File: src/rtl/ship_fire_controller.sv
// ship_fire_controller: fire key to one-hot projectile launch with cooldown and slot reservation
module ship_fire_controller #(
  parameter int NP = 4,
  parameter logic [7:0] FIRE_KEY = 8'h2C,
  parameter int COOLDOWN = 8,
  parameter bit AUTO_FIRE = 1'b0,
  parameter int RES_TIMEOUT = 3
) (
  input  logic frame_clk,
  input  logic Reset,
  input  logic [15:0] keycode,
  input  logic [NP-1:0] ProjBusy,
  output logic [NP-1:0] ProjActvt,
  output logic FireReady,
  output logic [7:0] ShotCount,
  output logic [NP-1:0] SlotsFree
);
  typedef enum logic {IDLE, COOL} state_t;
  state_t state, state_nx;
  logic key_prev, fire_now, trig, any_free, fire;
  logic [7:0] cd, cd_nx;
  logic [NP-1:0] reserved, sel;
  logic [NP-1:0][2:0] age;
  assign fire_now = keycode[7:0] == FIRE_KEY || keycode[15:8] == FIRE_KEY;
  assign trig = AUTO_FIRE ? fire_now : fire_now & ~key_prev;
  assign SlotsFree = ~(ProjBusy | reserved);
  assign any_free = |SlotsFree;
  // two's complement isolates the lowest set bit: the lowest free slot
  assign sel = SlotsFree & -SlotsFree;
  assign FireReady = state == IDLE && any_free;
  assign fire = FireReady && trig;
  always_comb begin
    state_nx = state == IDLE ? (fire ? COOL : IDLE) : (cd == 8'd1 ? IDLE : COOL);
    cd_nx = state == IDLE ? (fire ? 8'(COOLDOWN) : cd) : cd - 8'd1;
  end
  always_ff @(posedge frame_clk or negedge Reset) begin
    if (!Reset) begin
      state <= IDLE;
      cd <= '0;
      key_prev <= 1'b0;
      ProjActvt <= '0;
      ShotCount <= '0;
      reserved <= '0;
      age <= '0;
    end else begin
      state <= state_nx;
      cd <= cd_nx;
      key_prev <= fire_now;
      ProjActvt <= fire ? sel : '0;
      ShotCount <= ShotCount + 8'(fire);
      for (int i = 0; i < NP; i++)
        if (fire && sel[i]) begin
          reserved[i] <= 1'b1;
          age[i] <= 3'd1;
        end else if (reserved[i]) begin
          if (ProjBusy[i] || age[i] == 3'(RES_TIMEOUT)) reserved[i] <= 1'b0;
          else age[i] <= age[i] + 3'd1;
        end
    end
  end
endmodule

File: config.mk
export PLATFORM = sky130hd
export DESIGN_NAME = ship_fire_controller
export DESIGN_NICKNAME = d
export VERILOG_FILES = /design/src/rtl/ship_fire_controller.sv
export SDC_FILE = /design/constraint.sdc
export NUM_CORES = 1
export LEC_CHECK = 0
export ABC_AREA = 1
export CORE_AREA = 2 2 77 72
export DETAILED_ROUTE_END_ITERATION = 7
export DIE_AREA = 0 0 79 74
export MAX_ROUTING_LAYER = met4
export PLACE_DENSITY = 0.73
export SLEW_MARGIN = 20
export SYNTH_ARGS = -nofsm -noshare
export SYNTH_HDL_FRONTEND = slang
export SYNTH_SLANG_ARGS = --single-unit
File: constraint.sdc
create_clock -name frame_clk -period 3.8 [get_ports frame_clk]
set_input_delay 0.76 -clock frame_clk [delete_from_list [all_inputs] [get_ports frame_clk]]
set_output_delay 0.76 -clock frame_clk [all_outputs]
set_load 0.01 [all_outputs]
==> flow_summary.json <==
{
  "synth_commonest_cells": "nand2_1, inv_1, dfrtp_1",
  "drt_iter0_markers": 63,
  "cts_buffers": 5,
  "critPathTopFamily": "buffers and inverters",
  "fill_cells": 469,
  "switching_share": 0.219,
  "crit_slowest_cell": "clkdlybuf4s50_1",
  "slew_headroom": 0.451,
  "p_sw_mw": 0.206,
  "holdWs_ps": 468,
  "crit_chain": "clkdlybuf4s50_1, inv_1, nand2_1, nand2_1, nor2_2, nor2_4, clkdlybuf4s50_1",
  "grt_pass1_wl_mm": 6.09,
  "synthCells": 230,
  "finalHoldViolCount": 0,
  "post-route-drc-count": 0,
  "fin_tns_setup_ps": 0,
  "hold_depth": 1,
  "chipHeight_um": 74,
  "synth_edf_count": 0,
  "worstMarginPinSlew_ps": 823,
  "htreeDepth": 2,
  "cts_tree": "yes",
  "wl_per_cell_um": 9.42,
  "outcome": "finished, final reports clean",
  "viasPerCell": 4.22,
  "synth_area_per_cell_um2": 8.48,
  "area_growth_pct": 30.6,
  "synth_most_common_cell": "nand2_1",
  "first_pass_iters": 4,
  "p_comb_frac": 0.099,
  "r2r_slack_ps": 1840,
  "p_per_area_nw_per_um2": 370,
  "ys_warn_count": 0,
  "worstHoldStart": "ShotCount[7]",
  "report.final.slew_viol_count": 0,
  "fin_worst_skew_ps": 9.08,
  "diodes": 0,
  "ys.flop_type": "dfrtp_1",
  "finalPower_mw": 0.942,
  "routed_wl_mm": 3.23,
  "postRouteAntennaNets": 0,
  "critPathArrivalTime_ps": 2290,
  "power.leakage_nw": 1.38,
  "holdPathEnd": "ShotCount[7]",
  "core-area_um2": 5070,
  "place_hpwl_mm": 2.46,
  "min_path_type": "reg2reg",
  "critPathKind": "in2out",
  "path_clk_slew_ps": 80,
  "rsz0062_at_grt": "false",
  "grtUsageTotal": 0.135,
  "nets": 309,
  "clkLatencyLatePin_ps": 300,
  "gp_congestion": 0.744,
  "antenna_found_initial": 0,
  "io_buffers": 38,
  "maxCapViolCount": 0,
  "r2r_cells": 12,
  "ir_drop_mv": 0.222,
  "worstPathRequired_ps": 3040,
  "dieArea_um2": 5850,
  "timing.rr.start": "reserved[2]",
  "grt_max_degree": 39,
  "cts.repair.resized": 0,
  "p_clk_frac": 0.438,
  "ys_async_sr_fraction": 1.00,
  "synth.top_cell.area_share": 0.488,
  "synth.area.top_cells": "dfrtp_1, nand2_1, inv_1, ha_1, nand3_1",
  "io_pins": 39,
  "vias": 1446,
  "first_global_vias": 1442,
  "drive_above_1_share": 0.0906,
  "ys_seq_elements": 38,
  "r2r_end": "ShotCount[6]",
  "crit_buf_inv": 3,
  "cts.sinks": 38,
  "seq_area_frac_synth": 0.488,
  "root_buffer": "clkbuf_8",
  "p_seq_frac": 0.463,
  "cp_max_fo": 6,
  "overflow": 0,
  "initial_core_util": 0.385,
  "min_period_ps": 3050,
  "die_x_um": 79,
  "syn_nets": 264,
  "fmax_mhz": 328,
  "worst_setup_path_end_kind": "output pin",
  "synth_area_um2": 1950,
  "synth_area_leader_cell": "dfrtp_1",
  "cpPeakStageDelay_ps": 600,
  "cts.path.max_buffers": 2,
  "setup_viol": 0,
  "ctsHoldBuffers": 0,
  "path_depth": 7,
  "row_count": 25,
  "p_int_mw": 0.736,
  "post_cts_buffers": 0,
  "cp-start-kind": "input pin",
  "synth.distinct_cells": 18,
  "period_share": 0.803
}
==> kinds of logic (layout without fill, tap and decap cells) <==
logic type                 after synthesis  count (layout)  share of synthesized area
DFF                                     38              38                      0.488
AOI/OAI and AO/OA                        7               7                     0.0180
and+or+nand+nor                        107             107                      0.257
xor gates and xnor gates                13              13                     0.0584
adders and majority gates               12              12                     0.0770
buffers and inverters                   53              99                      0.102
==> cells in the final DEF (no fill, tap or decap), types with 5 or more instances in the layout <==
master | synthesis | final
nand2_1 | 58 | 58
inv_1 | 49 | 49
dfrtp_1 | 38 | 38
clkdlybuf4s50_1 | 0 | 37
nor2_1 | 17 | 17
nand3_1 | 13 | 13
ha_1 | 12 | 12
xnor2_1 | 7 | 7
o21ai_0 | 7 | 7
xor2_1 | 6 | 6
nor3_1 | 5 | 5
clkbuf_8 | 0 | 5
==> how the worst max path moves through the flow <==
| stage | startpoint | endpoint |
|---|---|---|
| after global placement | ProjBusy[0] | FireReady |
| after detailed placement | ProjBusy[2] | FireReady |
| after global routing | ProjBusy[2] | FireReady |
| after CTS | ProjBusy[2] | FireReady |
| final | ProjBusy[2] | FireReady |
| after floorplan | ProjBusy[1] | ShotCount[6] |
==> power groups by stage <==
stage | clock network, mW | logic [mW] | registers, mW
CTS | 0.422 | 0.0953 | 0.436
floorplan | 0 | 0.0516 | 0.442
global placement | 0 | 0.0910 | 0.443
detailed placement | 0 | 0.0943 | 0.444
global route | 0.440 | 0.111 | 0.438
finish | 0.413 | 0.0932 | 0.436
==> cell type report <==
class                           count  area, um2  area share
Inverter                           53        199      0.0781
Tap cell                           67       83.8      0.0329
Clock inverter                      3       68.8      0.0270
Clock buffer                        5       68.8      0.0270
Multi-Input combinational cell    139        800       0.314
Timing Repair Buffer               38        375       0.147
Sequential cell                    38        951       0.373
==> stage by stage <==
stage          cells  cell area (um2)  setup WS (ps)   util
3_5_place_dp     335             2410            748  0.475
4_1_cts          343             2550            737  0.502
2_1_floorplan    230             1950           1600      -
5_1_grt          343             2550            600  0.502
3_3_place_gp     335             2410            760  0.475
6_report         343             2550            747  0.502
==> state kept, by name (all words and copies together) (netlist names) <==
signal,cells
ProjActvt,4
age,12
ShotCount,8
reserved,4
cd,8
key_prev,1
state,1
==> metal layers <==
layer	part of all wire	routed length (um)	track usage	vias to the layer above
met2	0.44	1410	0.198	22
met3	0.047	151	0.0485	3
met5	0	0	-	-
met4	0.0090	29	0.0402	0
li1	-	-	-	781
met1	0.51	1640	0.178	640
==> worst register-to-register path: cells and delay by family, from the launching register on <==
family / cells / cell delay [ps]
buffers and inverters: 2 / 170
flip-flops: 1 / 370
adder cells (fa/ha/maj): 2 / 350
XOR/XNOR: 1 / 150
AND/OR/NAND/NOR: 7 / 850
No activity file was read; power rests on OpenSTA's default activity.
